$ cat src/rtl/uart_pkg.sv
// uart_pkg: shared divisor helpers and config type for the UART baud tick generator
//   calc_div_int  : integer sample divisor minus one for a given clock/baud/oversample
//   calc_div_frac : fractional remainder of that divisor in 1/2^fw cycle units
//   div_cfg_t     : packed {div_int, div_frac} divisor pair at the default widths
package uart_pkg;

    localparam int CFG_DIV_W  = 16;
    localparam int CFG_FRAC_W = 4;

    typedef struct packed {
        logic [CFG_DIV_W-1:0]  div_int;
        logic [CFG_FRAC_W-1:0] div_frac;
    } div_cfg_t;

    function automatic longint calc_div_int(input longint sys, input longint baud, input longint os);
        return sys / (baud * os) - 1;
    endfunction

    function automatic longint calc_div_frac(input longint sys, input longint baud, input longint os,
                                             input int fw);
        return ((sys << fw) / (baud * os)) % (longint'(1) << fw);
    endfunction

endpackage

$ cat src/rtl/baud_tick_gen_if.sv
// baud_tick_gen_if: control, config handshake and tick strobes of the baud tick generator
//   en, resync          : generator enable and bit-phase restart pulse (master -> slave)
//   cfg_valid/cfg_ready : divisor offer handshake
//   cfg_div_int/frac    : offered sample period minus one / fractional extra period
//   sample/mid/bit_tick : one-cycle strobes (slave -> master)
interface baud_tick_gen_if #(
    parameter int DIV_W  = 16,
    parameter int FRAC_W = 4
);
    logic              en;
    logic              resync;
    logic              cfg_valid;
    logic              cfg_ready;
    logic [DIV_W-1:0]  cfg_div_int;
    logic [FRAC_W-1:0] cfg_div_frac;
    logic              sample_tick;
    logic              mid_tick;
    logic              bit_tick;

    modport master (
        output en, resync, cfg_valid, cfg_div_int, cfg_div_frac,
        input  cfg_ready, sample_tick, mid_tick, bit_tick
    );

    modport slave (
        input  en, resync, cfg_valid, cfg_div_int, cfg_div_frac,
        output cfg_ready, sample_tick, mid_tick, bit_tick
    );
endinterface

$ cat src/rtl/frac_accum.sv
// frac_accum: fractional divisor accumulator producing a one-period extra-cycle request
//   clk, rst_n : clock, asynchronous active-low reset
//   i_clr      : clear accumulator and pending extra cycle
//   i_step     : add i_frac at a sample tick
//   i_frac     : fractional divisor in 1/2^FRAC_W cycle units
//   o_extra    : carry of the last step; lengthens the next sample period by one cycle
// Only present when BAUD_FRAC_EN is defined.
`ifdef BAUD_FRAC_EN
module frac_accum #(
    parameter int FRAC_W = 4
) (
    input  logic              clk,
    input  logic              rst_n,
    input  logic              i_clr,
    input  logic              i_step,
    input  logic [FRAC_W-1:0] i_frac,
    output logic              o_extra
);
    logic [FRAC_W-1:0] r_acc;
    logic              r_extra;

    // Every step rewrites the carry, so the extra cycle lasts exactly one period.
    always_ff @(posedge clk or negedge rst_n) begin
        if (!rst_n) begin
            r_acc   <= '0;
            r_extra <= 1'b0;
        end else if (i_clr) begin
            r_acc   <= '0;
            r_extra <= 1'b0;
        end else if (i_step) begin
            {r_extra, r_acc} <= {1'b0, r_acc} + {1'b0, i_frac};
        end
    end

    assign o_extra = r_extra;
endmodule
`endif

$ cat src/rtl/baud_tick_gen.sv
// baud_tick_gen: programmable oversampling tick generator for UART RX/TX
//   clk, rst_n : clock, asynchronous active-low reset
//   bus        : baud_tick_gen_if.slave
//                en/resync in, cfg_valid/cfg_div_int/cfg_div_frac in, cfg_ready out,
//                sample_tick/mid_tick/bit_tick out
// Macro BAUD_FRAC_EN: adds the fractional accumulator (and the FRAC_W parameter);
// without it cfg_div_frac is ignored and every sample period is div_int+1 cycles.
module baud_tick_gen
    import uart_pkg::*;
#(
    parameter int unsigned SYS_FREQ   = 100000000,
    parameter int unsigned BAUD_RATE  = 38400,
    parameter int unsigned OVERSAMPLE = 16,
    parameter int          DIV_W      = 16
`ifdef BAUD_FRAC_EN
    ,
    parameter int          FRAC_W     = 4
`endif
) (
    input logic            clk,
    input logic            rst_n,
    baud_tick_gen_if.slave bus
);
    localparam int OS_W = $clog2(OVERSAMPLE);
    localparam logic [OS_W-1:0] OS_LAST = OS_W'(OVERSAMPLE - 1);
    localparam logic [OS_W-1:0] OS_MID  = OS_W'(OVERSAMPLE / 2 - 1);
    localparam logic [DIV_W-1:0] DEF_DIV_INT =
        DIV_W'(calc_div_int(longint'(SYS_FREQ), longint'(BAUD_RATE), longint'(OVERSAMPLE)));

    // cnt is one bit wider than the divisor so a maximal div_int plus the extra cycle fits.
    logic [DIV_W:0]    r_cnt;
    logic [OS_W-1:0]   r_os;
    logic              r_pend;
    logic [DIV_W-1:0]  r_div_int;
    logic [DIV_W-1:0]  r_sh_int;
    logic              w_clr;
    logic              w_tick;
    logic              w_extra;
    logic              w_accept;
    logic              w_apply;
    logic [DIV_W:0]    w_term;

    assign w_clr    = !bus.en || bus.resync;
    assign w_term   = {1'b0, r_div_int} + {{DIV_W{1'b0}}, w_extra};
    // resync and en=0 suppress the tick even if cnt has reached term.
    assign w_tick   = !w_clr && r_cnt == w_term;
    assign w_accept = bus.cfg_valid && !r_pend;
    // A pending divisor lands on a period boundary: a tick, a resync or an idle cycle.
    assign w_apply  = r_pend && (w_tick || w_clr);

`ifdef BAUD_FRAC_EN
    localparam logic [FRAC_W-1:0] DEF_DIV_FRAC =
        FRAC_W'(calc_div_frac(longint'(SYS_FREQ), longint'(BAUD_RATE), longint'(OVERSAMPLE), FRAC_W));

    logic [FRAC_W-1:0] r_div_frac;
    logic [FRAC_W-1:0] r_sh_frac;

    always_ff @(posedge clk or negedge rst_n) begin
        if (!rst_n) begin
            r_div_frac <= DEF_DIV_FRAC;
            r_sh_frac  <= '0;
        end else begin
            if (w_accept) r_sh_frac <= bus.cfg_div_frac;
            if (w_apply) r_div_frac <= r_sh_frac;
        end
    end

    // The tick that applies a new divisor still accumulates the old fraction.
    frac_accum #(.FRAC_W(FRAC_W)) u_frac_accum (
        .clk    (clk),
        .rst_n  (rst_n),
        .i_clr  (w_clr),
        .i_step (w_tick),
        .i_frac (r_div_frac),
        .o_extra(w_extra)
    );
`else
    assign w_extra = 1'b0;
`endif

    always_ff @(posedge clk or negedge rst_n) begin
        if (!rst_n) begin
            r_cnt     <= '0;
            r_os      <= '0;
            r_pend    <= 1'b0;
            r_div_int <= DEF_DIV_INT;
            r_sh_int  <= '0;
        end else begin
            r_cnt  <= (w_clr || w_tick) ? '0 : r_cnt + (DIV_W + 1)'(1);
            r_os   <= w_clr ? '0 : !w_tick ? r_os : (r_os == OS_LAST) ? '0 : r_os + OS_W'(1);
            r_pend <= w_accept ? 1'b1 : w_apply ? 1'b0 : r_pend;
            if (w_accept) r_sh_int <= bus.cfg_div_int;
            if (w_apply) r_div_int <= r_sh_int;
        end
    end

    assign bus.cfg_ready   = !r_pend;
    assign bus.sample_tick = w_tick;
    assign bus.mid_tick    = w_tick && r_os == OS_MID;
    assign bus.bit_tick    = w_tick && r_os == OS_LAST;
endmodule

$ cat src/flat_wrapper.sv
// flat-port wrapper written by rule: the top's interface ports become plain ports
module baud_tick_gen_flat import uart_pkg::*;
#(
    parameter int unsigned SYS_FREQ   = 100000000,
    parameter int unsigned BAUD_RATE  = 38400,
    parameter int unsigned OVERSAMPLE = 16,
    parameter int          DIV_W      = 16

)
  (clk, rst_n, bus_en, bus_resync, bus_cfg_valid, bus_cfg_div_int, bus_cfg_div_frac, bus_cfg_ready, bus_sample_tick, bus_mid_tick, bus_bit_tick);
  baud_tick_gen_if #(.DIV_W(DIV_W), .FRAC_W((4))) bus_i ();
  input logic clk;
  input logic rst_n;
  input wire logic [$bits(bus_i.en)-1:0] bus_en;
  input wire logic [$bits(bus_i.resync)-1:0] bus_resync;
  input wire logic [$bits(bus_i.cfg_valid)-1:0] bus_cfg_valid;
  input wire logic [$bits(bus_i.cfg_div_int)-1:0] bus_cfg_div_int;
  input wire logic [$bits(bus_i.cfg_div_frac)-1:0] bus_cfg_div_frac;
  output wire logic [$bits(bus_i.cfg_ready)-1:0] bus_cfg_ready;
  output wire logic [$bits(bus_i.sample_tick)-1:0] bus_sample_tick;
  output wire logic [$bits(bus_i.mid_tick)-1:0] bus_mid_tick;
  output wire logic [$bits(bus_i.bit_tick)-1:0] bus_bit_tick;
  assign bus_i.en = bus_en;
  assign bus_i.resync = bus_resync;
  assign bus_i.cfg_valid = bus_cfg_valid;
  assign bus_i.cfg_div_int = bus_cfg_div_int;
  assign bus_i.cfg_div_frac = bus_cfg_div_frac;
  assign bus_cfg_ready = bus_i.cfg_ready;
  assign bus_sample_tick = bus_i.sample_tick;
  assign bus_mid_tick = bus_i.mid_tick;
  assign bus_bit_tick = bus_i.bit_tick;
  baud_tick_gen #(.SYS_FREQ(SYS_FREQ), .BAUD_RATE(BAUD_RATE), .OVERSAMPLE(OVERSAMPLE), .DIV_W(DIV_W)) u_core (.clk(clk), .rst_n(rst_n), .bus(bus_i));
endmodule
$ cat config.mk
export PLATFORM = sky130hd
export DESIGN_NAME = baud_tick_gen_flat
export DESIGN_NICKNAME = d
export VERILOG_FILES = /design/src/rtl/uart_pkg.sv /design/src/rtl/baud_tick_gen_if.sv /design/src/rtl/frac_accum.sv /design/src/rtl/baud_tick_gen.sv /design/src/flat_wrapper.sv
export SDC_FILE = /design/constraint.sdc
export NUM_CORES = 1
export LEC_CHECK = 0
export ABC_AREA = 1
export BUFFER_PORTS_ARGS = -buffer_cell sky130_fd_sc_hd__clkbuf_2
export CAP_MARGIN = 40
export CORE_ASPECT_RATIO = 1.1
export CORE_MARGIN = 2
export CORE_UTILIZATION = 52
export DETAILED_ROUTE_END_ITERATION = 8
export PLACE_DENSITY = 0.81
export REMOVE_ABC_BUFFERS = 1
export SYNTH_ARGS = -nofsm -noshare
export SYNTH_HDL_FRONTEND = slang
export SYNTH_HIERARCHICAL = 1
export SYNTH_SLANG_ARGS = --single-unit
$ cat constraint.sdc
create_clock -name clk -period 2.1 [get_ports clk]
set_clock_uncertainty 0.2 [all_clocks]
set_input_delay 0.21 -clock clk [delete_from_list [all_inputs] [get_ports clk]]
set_output_delay 0.21 -clock clk [all_outputs]
set_load 0.02 [all_outputs]
* Word level (Yosys, flattened, before mapping)
Index checks and enable logic that the tools add are counted.
** Word-level totals
- Bits in registers :: 54
- Latch bits :: 0
- Memory bits (writable) :: 0
- Bits in read-only memories :: 0
- Bits of input ports :: 25
- Output and inout port bits :: 4
- Word-level logic and storage cells :: 28
- Memories kept :: 0
** Cells by class
- Add/sub/neg operators :: 2
- $mul :: 0
- Div/mod/pow operators :: 0
- $lt $le $gt $ge :: 0
- Eq/ne operators :: 3
- Shifts and indexed selects :: 0
- Mux-type cells :: 6
- Bitwise gates (word level) :: 0
- Reductions and logical operators :: 12
** Operator list (count)
- $add A17 B1 Y17 const B :: 1
- $eq A17 B16 Y1 :: 1
- $mux W17 :: 1
- $mux W4 :: 3
- $logic_and A1 B1 Y1 :: 5
- $add A4 B1 Y4 const B :: 1
- $eq A4 B3 Y1 const B :: 1
- $eq A4 B4 Y1 const B :: 1
- $reduce_bool A2 Y1 :: 2
- $logic_not A1 Y1 :: 3
- $logic_or A1 B1 Y1 :: 2
- $mux W1 :: 2

* Longest topological paths before layout
- Word-level depth :: 8
- Gate-level depth with buffers :: 12
- Depth with buffers taken out :: 11

* Worst setup path before layout
OpenSTA, ideal clock, no wires.
- Kind :: reg-to-output
- From :: register u_core.r_div_int[0]
- To :: output bus_bit_tick
- Data arrival time :: 1371 ps
- Data required time :: 1690 ps
- Slack :: 319 ps
- Stages on the path, launching flop included :: 9
- Path buffers :: 0
- Cells stage by stage :: dfstp_2 > inv_1 > nand2_1 > nand2_1 > nor2_1 > nand2_1 > nor2_1 > nand4_1 > nor2_1
** Between the ends
- Longest elaborated chain between the ends :: 3
** Ends and longest elaborated chain
- from (decl) :: line baud_tick_gen.sv:34 : logic [DIV_W-1:0] r_div_int;
- from (signal assigned) :: line baud_tick_gen.sv:93 : if (w_apply) r_div_int <= r_sh_int;
- $eq A17 B16 Y1 :: line baud_tick_gen.sv:46 : assign w_tick = !w_clr && r_cnt == w_term;
- $logic_and A1 B1 Y1 :: line baud_tick_gen.sv:46
- $logic_and A1 B1 Y1 :: line baud_tick_gen.sv:100 : assign bus.bit_tick = w_tick && r_os == OS_LAST;
- to (decl) :: line flat_wrapper.sv:22 : output wire logic [$bits(bus_i.bit_tick)-1:0] bus_bit_tick;
No other way between the ends.

* Worst setup path after layout
- From :: register u_core.r_div_int[0]
- To :: output bus_sample_tick
** Between the ends
- Longest elaborated chain between the ends :: 2
** Ends and longest elaborated chain
- $eq A17 B16 Y1 :: line baud_tick_gen.sv:46
- $logic_and A1 B1 Y1 :: line baud_tick_gen.sv:46
- to (decl) :: line flat_wrapper.sv:20 : output wire logic [$bits(bus_i.sample_tick)-1:0] bus_sample_tick;
No other way between the ends.

==> out/results.tsv <==
stage	metric	value	unit
logic_synthesis	synthesized area	2680	um2
placement	post-DP HPWL	3480	um
floorplanning	core area	5000	um2
cells_and_area	ANT cells	0	
logic_synthesis	top post-synthesis cells by area	dfrtp_1, nand2_1, mux2_2	
sta	setup tns final	-0.344	ns
floorplanning	boundary pin count	29	
detailed_routing	vias per cell	5.09	
cells_and_area	fin area	3220	um2
logic_synthesis	Commonest cells post-synth	nand2_1, dfrtp_1, inv_1, nor2_1, nand3_1	
placement	Post-DP Area	2890	um2
clock_network	clock buffer depth	2	
logic_synthesis	ys flop type	dfrtp_1	
clock_network	CTS H-tree depth	2	
logic_synthesis	Synth Area in Adders	0.935	%
sta	worst setup margin	-0.116	ns
detailed_routing	post-route DRC violation count	0	
global_routing	via count of the first global-routing pass	2073	
sta	fmax	0.451	GHz
global_routing	first-pass GRT wire length	9260	um
sta	Final Slew Violations	0	
global_routing	Overflow after GRT	0	
clock_network	CTS tree	built	
logic_synthesis	Synth Instances	324	
logic_synthesis	post-synthesis mux area share	6.73	%
logic_synthesis	Synth top area share	47.7	%
critical_path	crit path DAT	1.81	ns
critical_path	CP endpoint kind	output pin	
placement	Place WS	0.0889	ns
critical_path	worst endpoint required time	1.69	ns
logic_synthesis	Synth Area in XOR/XNOR	2.95	%
floorplanning	Cell Rows	27	
floorplanning	starting density of the core	53.5	%
logic_synthesis	most frequent cell after synthesis	nand2_1	
critical_path	crit path launch type	register	
logic_synthesis	ys async rst share	100	%
logic_synthesis	post-synthesis simple-gate area fraction	27.9	%
logic_synthesis	register area share after synthesis	50.6	%
placement	port bufs	24	
logic_synthesis	Synth Area in Compound Gates	2.10	%
logic_synthesis	combinational family with the most area after synthesis	simple AND/OR/NAND/NOR gates	
sta	RSZ-0062 raised after global routing	yes	
logic_synthesis	average size of a mapped cell	8.26	um2
run	max cap viols	0	
detailed_routing	drt pass-1 iters	4	
sta	Tcrit/Tclk final	106	%
sta	Final setup viols	3	
placement	Routability Congestion	0.876	
logic_synthesis	Synth area leader	dfrtp_1	
worst_hold_path	min-delay worst type	in2reg	
sta	Tmin final	2.22	ns
run_status	violations in the final reports	negative setup slack	
floorplanning	die area	5740	um2
logic_synthesis	Synth Register Bits	54	
cells_and_area	Layout Nets	400	
logic_synthesis	Distinct cells, synth	25	
sta	Worst-Margin Slew	0.538	ns
floorplanning	die height	79.2	um
detailed_routing	vias	2199	
clock_network	Clock Sinks	54	
cells_and_area	share of post-route cells with drive strength above 1	18.4	%
detailed_routing	DR iter-0 viols	79	
floorplanning	die width	72.4	um
detailed_routing	WL final	5340	um
logic_synthesis	number of synthesized flops with an enable pin	0	
global_routing	largest net degree at the start of global routing	35	
logic_synthesis	Synth Warn #	6	
clock_network	clk_lat worst skew	0.30	ns
critical_path	Setup Crit Path Kind	reg2out	
power_and_ir_drop	peak supply drop	0.552	mV
detailed_routing	wire per inst	12.4	um
global_routing	GRT Overall Usage	20.6	%
power_and_ir_drop	Pleak	0.00156	uW
run_status	status	finished, violations left	
sta	Slew Limit Headroom	64.1	%
clock_network	CTS root buf	clkbuf_8	
power_and_ir_drop	PwrDens	760	nW/um2
detailed_routing	antenna viol nets, final	0	
sta	Hold Vio Cnt, Final	0	
clock_network	total CTS buffers	5	
cells_and_area	Layout area overhead	20.1	%
cells_and_area	filler instances	405	
global_routing	initial antenna violation count	0	
critical_path	worst-path maximum fanout	4	
clock_network	register clock-pin slew on the reported worst setup and hold paths	0.09	ns
[flip-flops by register name, summed over array words and instances (netlist names)]
signal            count
u_core/r_os           4
u_core/r_div_int     16
u_core/r_cnt         17
u_core/r_sh_int      16
u_core/r_pend         1
[worst paths after layout]
check / endpoint / slack (ns) / cells past startpoint / start
max reg2reg: u_core/r_div_int[11] / 0.09 / 12 / u_core/r_div_int[0]
max in group asynchronous: u_core/r_div_int[7] / 0.86 / 3 / rst_n
max: bus_sample_tick / -0.12 / 9 / u_core/r_div_int[0]
min in group asynchronous: u_core/r_sh_int[2] / 0.22 / 2 / rst_n
min: u_core/r_os[1] / 0.05 / 4 / bus_resync
min reg2reg: u_core/r_div_int[5] / 0.30 / 2 / u_core/r_div_int[5]
[critical path, cell delays in order (launching register included)]
cell and delay [ns]:
dfstp_2 0.56, inv_2 0.04, nand2_1 0.05, nand2_1 0.05
nor2_1 0.08, nand2_1 0.08, nor2_2 0.15, nand4_1 0.20
inv_1 0.15, clkbuf_8 0.15
[what timing repair did]
| item | 4_1_cts | 5_1_grt |
|---|---|---|
| endpoints found under the hold margin | 36 | 0 |
| gates resized for setup | 6 | 4 |
| hold buffers | 17 | 0 |
| gates cloned | 0 | 0 |
| pin swaps | 7 | 3 |
| buffers inserted | 2 | 1 |
| setup endpoints to repair | 3 | 20 |
[cells by family after synthesis]
| logic type | after synthesis |
|---|---|
| multiplexers | 16 |
| AO/OA/AOI/OAI | 11 |
| adder cells (fa/ha/maj) | 2 |
| flip-flops | 54 |
| AND/OR/NAND/NOR | 178 |
| XOR/XNOR | 9 |
| buffers and inverters | 54 |
[stage by stage]
stage	power, uW	utilization (%)	instances	hold WS (ns)
2_1_floorplan	1590	-	316	-0.286
4_1_cts	2450	64.0	431	0.0354
3_3_place_gp	1710	57.8	404	0.00213
6_report	2440	64.3	432	0.0471
3_5_place_dp	1730	57.8	404	0.0128
5_1_grt	2590	64.3	432	0.0650
[cells in the final DEF, fill, tap and decap left out, drive strengths merged]
cell type,n
nand2,95
dfrtp,51
inv,46
nor2,36
nand3,28
clkbuf,28
dlygate4sd3,17
mux2,16
nor3,13
buf,11
o21ai,8
xor2,6
nand4,4
xnor2,3
dfstp,3
a21oi,2
ha,2
bufinv,1
clkinvlp,1
nor4,1
a31oi,1
or2,1
[cell type report]
cell class / instances / area, um2 / area share (%)
clock buffer: 6 / 72.6 / 2.26
clock inverter: 2 / 37.5 / 1.17
inverter: 46 / 173 / 5.37
multi-input combinational: 216 / 1090 / 34.0
sequential: 54 / 1360 / 42.2
tap: 58 / 72.6 / 2.26
timing repair buffer: 50 / 409 / 12.7
[metal layers]
metal  share of wire (%)  track usage [%]  up-vias
met1                  42             24.3     1034
met2                  54             37.4       57
li1                    -                -     1104
met4                0.94             6.67        0
met5                   0                0        -
met3                 3.7             3.68        4
[power breakdown]
group | switching [uW] | internal [uW] | total (uW)
Combinational | 248 | 227 | 474
Clock | 316 | 356 | 672
Sequential | 100 | 1200 | 1300
Note: power is estimated with default switching activity, not from simulation.
